### src/rtl/daq_uart_tx.sv
// Byte-serial UART transmitter fed by the DAQ RAM readout stage.
// Holds tx_data_loaded for the whole frame so upstream advances once per byte.
module daq_uart_tx #(
  parameter int CLKS_PER_BIT = 347,
  parameter int PARITY       = 0,
  parameter int STOP_BITS    = 1
) (
  input  logic       tx_clk,
  input  logic       reset,
  input  logic [7:0] tx_data,
  input  logic       tx_data_ready,
  output logic       tx_data_loaded,
  output logic       busy,
  output logic       uart_txd
);

  localparam int               CNT_W     = (CLKS_PER_BIT > 2) ? $clog2(CLKS_PER_BIT) : 1;
  localparam logic [CNT_W-1:0] CNT_LAST  = CNT_W'(CLKS_PER_BIT - 1);
  localparam logic             STOP_LAST = 1'(STOP_BITS - 1);

  typedef enum logic [2:0] {
    IDLE,
    START,
    DATA,
    PARITY_BIT,
    STOP,
    GAP
  } state_t;

  state_t           r_state;
  logic [CNT_W-1:0] r_baud_cnt;
  logic [2:0]       r_bit_cnt;
  logic             r_stop_cnt;
  logic [7:0]       r_shift;
  logic             r_par;
  logic             r_loaded;
  logic             r_busy;
  logic             r_txd;
  logic             w_bit_end;

  // Odd: data plus parity has an odd count of ones; even: an even count.
  function automatic logic parity_of(input logic [7:0] d);
    if (PARITY == 1) return ~(^d);
    return ^d;
  endfunction

  assign w_bit_end      = (r_baud_cnt == CNT_LAST);
  assign tx_data_loaded = r_loaded;
  assign busy           = r_busy;
  assign uart_txd       = r_txd;

  always_ff @(posedge tx_clk) begin
    if (reset) begin
      r_state    <= IDLE;
      r_baud_cnt <= '0;
      r_bit_cnt  <= '0;
      r_stop_cnt <= 1'b0;
      r_loaded   <= 1'b0;
      r_busy     <= 1'b0;
      r_txd      <= 1'b1;
    end else begin
      case (r_state)
        IDLE: begin
          if (tx_data_ready) begin
            r_shift    <= tx_data;
            r_par      <= parity_of(tx_data);
            r_loaded   <= 1'b1;
            r_busy     <= 1'b1;
            r_txd      <= 1'b0;
            r_baud_cnt <= '0;
            r_state    <= START;
          end
        end
        START: begin
          if (w_bit_end) begin
            r_baud_cnt <= '0;
            r_txd      <= r_shift[0];
            r_state    <= DATA;
          end else begin
            r_baud_cnt <= r_baud_cnt + 1'b1;
          end
        end
        DATA: begin
          if (w_bit_end) begin
            r_baud_cnt <= '0;
            // 3-bit counter wraps 7 -> 0 as the last data bit ends.
            r_bit_cnt  <= r_bit_cnt + 3'd1;
            if (r_bit_cnt == 3'd7) begin
              if (PARITY != 0) begin
                r_txd   <= r_par;
                r_state <= PARITY_BIT;
              end else begin
                r_txd      <= 1'b1;
                r_stop_cnt <= 1'b0;
                r_state    <= STOP;
              end
            end else begin
              r_shift <= {1'b0, r_shift[7:1]};
              r_txd   <= r_shift[1];
            end
          end else begin
            r_baud_cnt <= r_baud_cnt + 1'b1;
          end
        end
        PARITY_BIT: begin
          if (w_bit_end) begin
            r_baud_cnt <= '0;
            r_txd      <= 1'b1;
            r_stop_cnt <= 1'b0;
            r_state    <= STOP;
          end else begin
            r_baud_cnt <= r_baud_cnt + 1'b1;
          end
        end
        STOP: begin
          if (w_bit_end) begin
            r_baud_cnt <= '0;
            if (r_stop_cnt == STOP_LAST) begin
              r_loaded <= 1'b0;
              r_state  <= GAP;
            end else begin
              r_stop_cnt <= r_stop_cnt + 1'b1;
            end
          end else begin
            r_baud_cnt <= r_baud_cnt + 1'b1;
          end
        end
        GAP: begin
          // One cycle with loaded low guarantees the upstream sync sees it drop.
          r_busy  <= 1'b0;
          r_state <= IDLE;
        end
        default: begin
          r_state <= IDLE;
        end
      endcase
    end
  end

endmodule

### config.mk
export PLATFORM = sky130hd
export DESIGN_NAME = daq_uart_tx
export DESIGN_NICKNAME = d
export VERILOG_FILES = /design/src/rtl/daq_uart_tx.sv
export SDC_FILE = /design/constraint.sdc
export NUM_CORES = 1
export LEC_CHECK = 0
export CAP_MARGIN = 20
export CORE_UTILIZATION = 49
export CTS_CLUSTER_DIAMETER = 150
export DETAILED_ROUTE_END_ITERATION = 8
export PLACE_DENSITY = 0.73
export SETUP_SLACK_MARGIN = 0.02
export SKIP_CTS_REPAIR_TIMING = 1
export SYNTH_ARGS = -nofsm -noshare
export SYNTH_HDL_FRONTEND = slang
export SYNTH_SLANG_ARGS = --single-unit
### constraint.sdc
create_clock -name tx_clk -period 2.29 [get_ports tx_clk]
set_input_delay 0.458 -clock tx_clk [delete_from_list [all_inputs] [get_ports tx_clk]]
set_output_delay 0.458 -clock tx_clk [all_outputs]
set_load 0.1 [all_outputs]
==> results of run 1 <==
==> how the worst max path moves through the flow <==
stage	start	end	slack [ns]
after CTS	r_baud_cnt[0]$_SDFFE_PP0P_	r_shift[7]$_SDFFCE_PP0P_	0.33
after floorplan	r_baud_cnt[0]$_SDFFE_PP0P_	r_shift[0]$_DFFE_PP_	0.14
after detailed placement	tx_data_ready	r_baud_cnt[5]$_SDFFE_PP0P_	0.06
after global placement	tx_data_ready	r_shift[7]$_SDFFCE_PP0P_	0.15
after global routing	r_baud_cnt[0]$_SDFFE_PP0P_	r_shift[7]$_SDFFCE_PP0P_	0.20
final	r_baud_cnt[0]$_SDFFE_PP0P_	r_shift[7]$_SDFFCE_PP0P_	0.33
==> report_power, final <==
group,internal [uW],leakage (uW),switching [uW]
Combinational,50.4,0.000297,78.5
Sequential,491,0.000221,14.0
Clock,177,0.0000279,141
==> cell families (layout without fill, tap and decap cells) <==
| family | Yosys count | after routing | synth area share |
|---|---|---|---|
| compound gates | 26 | 26 | 0.133 |
| xor+xnor | 6 | 6 | 0.0396 |
| fa+ha+maj | 4 | 4 | 0.0377 |
| buf+inv | 9 | 24 | 0.0339 |
| flops | 26 | 26 | 0.452 |
| mux | 7 | 7 | 0.0593 |
| simple gates | 54 | 54 | 0.245 |
==> flip-flops by register name, summed over array words and instances, names as in the netlist <==
name / count
r_baud_cnt: 9
busy: 1
uart_txd: 1
r_shift: 8
tx_data_loaded: 1
r_state: 3
r_bit_cnt: 3
==> stage by stage <==
step           instance area [um^2]  hold slack (ns)  setup WS, ns   util  std cells
2_1_floorplan                  1330            0.440         0.136      -        132
3_3_place_gp                   1490            0.446         0.152  0.590        173
3_5_place_dp                   1490            0.454        0.0559  0.590        173
4_1_cts                        1540            0.473         0.331  0.611        177
5_1_grt                        1540            0.509         0.202  0.611        177
6_report                       1540            0.473         0.332  0.611        177
==> placed cells by master (no fill, tap or decap), types with 2 or more instances in the layout <==
cell type / synthesis / layout
nor3_1: 7 / 7
clkbuf_4: 0 / 3
o21ai_0: 2 / 2
inv_1: 2 / 2
a211oi_1: 2 / 2
a311oi_1: 2 / 2
nand2_1: 7 / 7
nor4_1: 3 / 3
xor2_1: 3 / 3
nand3_1: 9 / 9
a21oi_1: 9 / 9
clkdlybuf4s50_1: 0 / 10
edfxtp_1: 8 / 8
xnor2_1: 3 / 3
mux2_2: 7 / 7
nor2_1: 8 / 8
a221oi_1: 2 / 2
buf_4: 0 / 8
or3_1: 2 / 2
nand4_1: 2 / 2
o31ai_1: 2 / 2
ha_1: 4 / 4
dfxtp_1: 18 / 18
or4_1: 3 / 3
==> area by class of cell <==
cell class | count | area [um^2] | share of cell area
Clock buffer | 3 | 22.5 | 0.0146
Clock inverter | 1 | 30.0 | 0.0195
Inverter | 2 | 7.51 | 0.00487
Multi-Input combinational cell | 97 | 683 | 0.443
Sequential cell | 26 | 601 | 0.390
Tap cell | 30 | 37.5 | 0.0244
Timing Repair Buffer | 18 | 160 | 0.104
==> critical path: stages, from the launching register on <==
cell and delay [ns]:
dfxtp_1 0.40, inv_1 0.10, ha_1 0.15, and4b_2 0.31, nand3_1 0.19, a221oi_1 0.32
buf_4 0.22
==> routing by layer <==
layer | share of wire | GRT usage | wire length, um
met5 | 0 | 0 | 0
met4 | 0.012 | 0.107 | 30
met3 | 0.046 | 0.0254 | 117
met2 | 0.47 | 0.288 | 1190
met1 | 0.47 | 0.279 | 1210
==> out/metrics.cfg, run 1 <==
[sta]
tns_ns=0
setup_viol=0
relSlewSlack=0.585
fin_crit_sh=0.855
slew_violations=0
hold_violations=0
max_freq_mhz=511
fin_skew_ns=0.00725
rsz0062_at_grt=no
final.min_clock_period_ns=1.96
tightest_slew_ns=0.617

[critical_path]
worstSetupPathType=reg -> reg
start_kind=flip-flop
r2r_slack_ns=0.33
end_kind=flip-flop
crit_arrival_ns=2.01
r2r-end=r_shift[7]$_SDFFCE_PP0P_
r2r-start=r_baud_cnt[0]$_SDFFE_PP0P_
critPathMaxFanout=8
worstPathRequired_ns=2.34
r2r_cells=6

[min_path]
worstHoldPathCells=2
min_to=r_bit_cnt[1]$_SDFFE_PP0P_
worstHoldStart=r_bit_cnt[1]$_SDFFE_PP0P_
hold_class=reg -> reg

[place]
dp_hpwl_um=1830
gp_congestion=0.796
portBuffers=13

[logic_synthesis]
synth-async-reset-ratio=0
synth-edff-count=8
yosysMostFrequentCell=dfxtp_1
ys_seq_elements=26
ys_top_cells_by_area=dfxtp_1 27%, edfxtp_1 18%, mux2_2 5.9%
syn_area_um2=1330
syn_avg_cell_area_um2=10.1
synth_nets=147
yosys.area.top_type=dfxtp_1
synthTopCellsByCount=18 x dfxtp_1, 9 x a21oi_1, 9 x nand3_1
netlist.area_leader.share=0.271
synth_ff_type=dfxtp_1
syn_inst=132
synth.distinct_cells=45
yosysWarnings=0
ys_seq_area_frac=0.452

[power]
leakage_uw=0.000546
finalPower_uw=951
p_per_area_nw_per_um2=617
ir_worst_vdd_mv=0.443

[floorplan]
die_w_um=54.1
chipHeight_um=54.1
pin_count=14
core_area_um2=2520
rows=18
die_area_um2=2920
initial_utilization=0.527

[clocking]
root_buffer=clkbuf_4
clk_path_buf_depth=2
clkTransAtPathRegs_ns=0.15
cts_buffers=3
clkSinkCount=26
clock_latency_ns=0.32
htreeDepth=1
cts_tree=built

[outcome]
outcome=completed

[drt]
wirelength_um=2550
drtIter0Drc=47
firstDrtPassIters=4
antenna_left=0
drc=0
via_per_inst=6.06
via_count=1072
wl_per_cell_um=14.4

[grt]
grt_pass1_vias=937
grt_pass1_wl_um=4130
antenna_found_initial=0
grt_overflow=0
grt_max_degree=19
gr-usage-all-layers=0.197

[finish]
fillers=206
area_growth_pct=16.0
drive_gt1_frac=0.177
antenna-diode-count=0
fin_nets=163

[job]
max-cap-violations=0

(Power assumes the default switching activity.)
==> inputs of run 2 (changes only) <==
--- a/config.mk
+++ b/config.mk
@@ -6,10 +6,10 @@
 export NUM_CORES = 1
 export LEC_CHECK = 0
 export CAP_MARGIN = 20
-export CORE_UTILIZATION = 49
-export CTS_CLUSTER_DIAMETER = 150
+export CORE_UTILIZATION = 47
+export CTS_CLUSTER_DIAMETER = 40
 export DETAILED_ROUTE_END_ITERATION = 8
-export PLACE_DENSITY = 0.73
+export PLACE_DENSITY = 0.71
 export SETUP_SLACK_MARGIN = 0.02
 export SKIP_CTS_REPAIR_TIMING = 1
 export SYNTH_ARGS = -nofsm -noshare
==> run 2 against run 1 <==
Against the previous run:
- clock skew fell by 0.0016 ns
- setup slack better by 0.0041 ns
- maximum frequency is 0.21% higher
- core utilization is 1.4 points lower
- critical path type is now in -> reg
==> out/metrics.cfg, run 2 (synthesis results as in run 1) <==
[critical_path]
critical_path.cell_chain=clkdlybuf4s50_1 -> nor3b_1 -> buf_4 -> a311oi_1 -> a21oi_1 -> nor3_1
cpPeakStageDelay_ns=0.53
start_kind=input port
cp_top_family=buffers and inverters
worstPathRequired_ns=2.49
cpMaxStageDelayCell=clkdlybuf4s50_1
critPathMaxFanout=7
worstSetupPathType=in -> reg
crit_arrival_ns=2.15
cp_num_buf_inv=2
end_kind=flip-flop

[sta]
max_freq_mhz=512
slew_violations=0
setup_viol=0
final.min_clock_period_ns=1.95
hold_violations=0
fin_crit_sh=0.853
fin_skew_ns=0.00561
rsz0062_at_grt=no
tightest_slew_ns=0.619
relSlewSlack=0.587

[floorplan]
die_area_um2=3040
rows=18
initial_utilization=0.518
pin_count=14
core_area_um2=2570
die_w_um=55.2
chipHeight_um=55.2

[clocking]
cts_tree=built
root_buffer=clkbuf_4
htreeDepth=1
clkSinkCount=26
clk_path_buf_depth=2
clock_latency_ns=0.32
cts_buffers=3
clkTransAtPathRegs_ns=0.15

[outcome]
outcome=completed

[finish]
fin_nets=162
antenna-diode-count=0
most-common-layout-cells=18 x dfxtp_1, 10 x clkdlybuf4s50_1, 9 x nand3_1, 9 x a21oi_1
reg_top3=r_baud_cnt x9, r_shift x8
area_growth_pct=15.4
drive_gt1_frac=0.171
largest_reg_flops=9
finalNonFillerCells=176
mostFrequentLayoutCell=dfxtp_1
fin_area_um2=1530
largest_register=r_baud_cnt
fin_util=0.597
fillers=222

[grt]
grt_pass1_wl_um=4060
grt_pass1_vias=904
antenna_found_initial=0
grt_max_degree=19
gr-usage-all-layers=0.193
grt_overflow=0

[drt]
via_per_inst=5.90
drtIter0Drc=24
firstDrtPassIters=4
via_count=1038
drc=0
wirelength_um=2640
antenna_left=0
wl_per_cell_um=15.0

[place]
dp_cells=172
gp_congestion=0.835
dp_hpwl_um=1840
post_dp_cell_area_um2=1480
portBuffers=13

[job]
max-cap-violations=0

[power]
finalPower_uw=949
p_per_area_nw_per_um2=618
ir_worst_vdd_mv=0.378
leakage_uw=0.000541

[min_path]
hold_class=reg -> reg

run 2: worst min-delay path: stages (launching register included):
cell	delay, ns
dfxtp_1	0.34
nand2_1	0.05
a21oi_1	0.05
run 2: final cells by class:
type / instances / area, um^2 / area share
clock buffers: 3 / 22.5 / 0.0147
clock inverters: 1 / 30.0 / 0.0196
inverters: 2 / 7.51 / 0.00489
multi-input cells: 97 / 683 / 0.445
flip-flops and latches: 26 / 601 / 0.392
well taps: 30 / 37.5 / 0.0245
repair buffers: 17 / 153 / 0.0995
run 2: power breakdown:
| group | total, uW | switching, uW | internal [uW] |
|---|---|---|---|
| sequential | 505 | 14.0 | 491 |
| combinational | 129 | 79.5 | 49.4 |
| clock | 315 | 138 | 177 |
run 2: path summary, 6_finish.rpt:
kind                                                 start                    endpoint  slack [ns]  cells after the start
worst min-delay path             r_bit_cnt[2]$_SDFFE_PP0P_   r_bit_cnt[2]$_SDFFE_PP0P_        0.47                      2
worst max register to register  r_baud_cnt[0]$_SDFFE_PP0P_        r_shift[6]$_DFFE_PP_        0.38                      6
worst min register to register   r_bit_cnt[2]$_SDFFE_PP0P_   r_bit_cnt[2]$_SDFFE_PP0P_        0.47                      2
worst max-delay path                         tx_data_ready  r_baud_cnt[4]$_SDFFE_PP0P_        0.34                      6
run 2: routing by layer:
layer	GRT usage	vias up	wire length, um
met4	0.0750	0	19
li1	-	532	-
met1	0.240	488	1260
met5	0	-	0
met2	0.335	16	1300
met3	0.0246	2	53
run 2: per-stage QoR:
step                      hold slack [ns]  TNS [ns]  worst slack (ns)
after global placement              0.448         0             0.150
after detailed placement            0.456    -0.123           -0.0238
final                               0.473         0             0.336
after CTS                           0.475         0             0.332
after floorplan                     0.440         0             0.136
after global routing                0.495         0             0.232
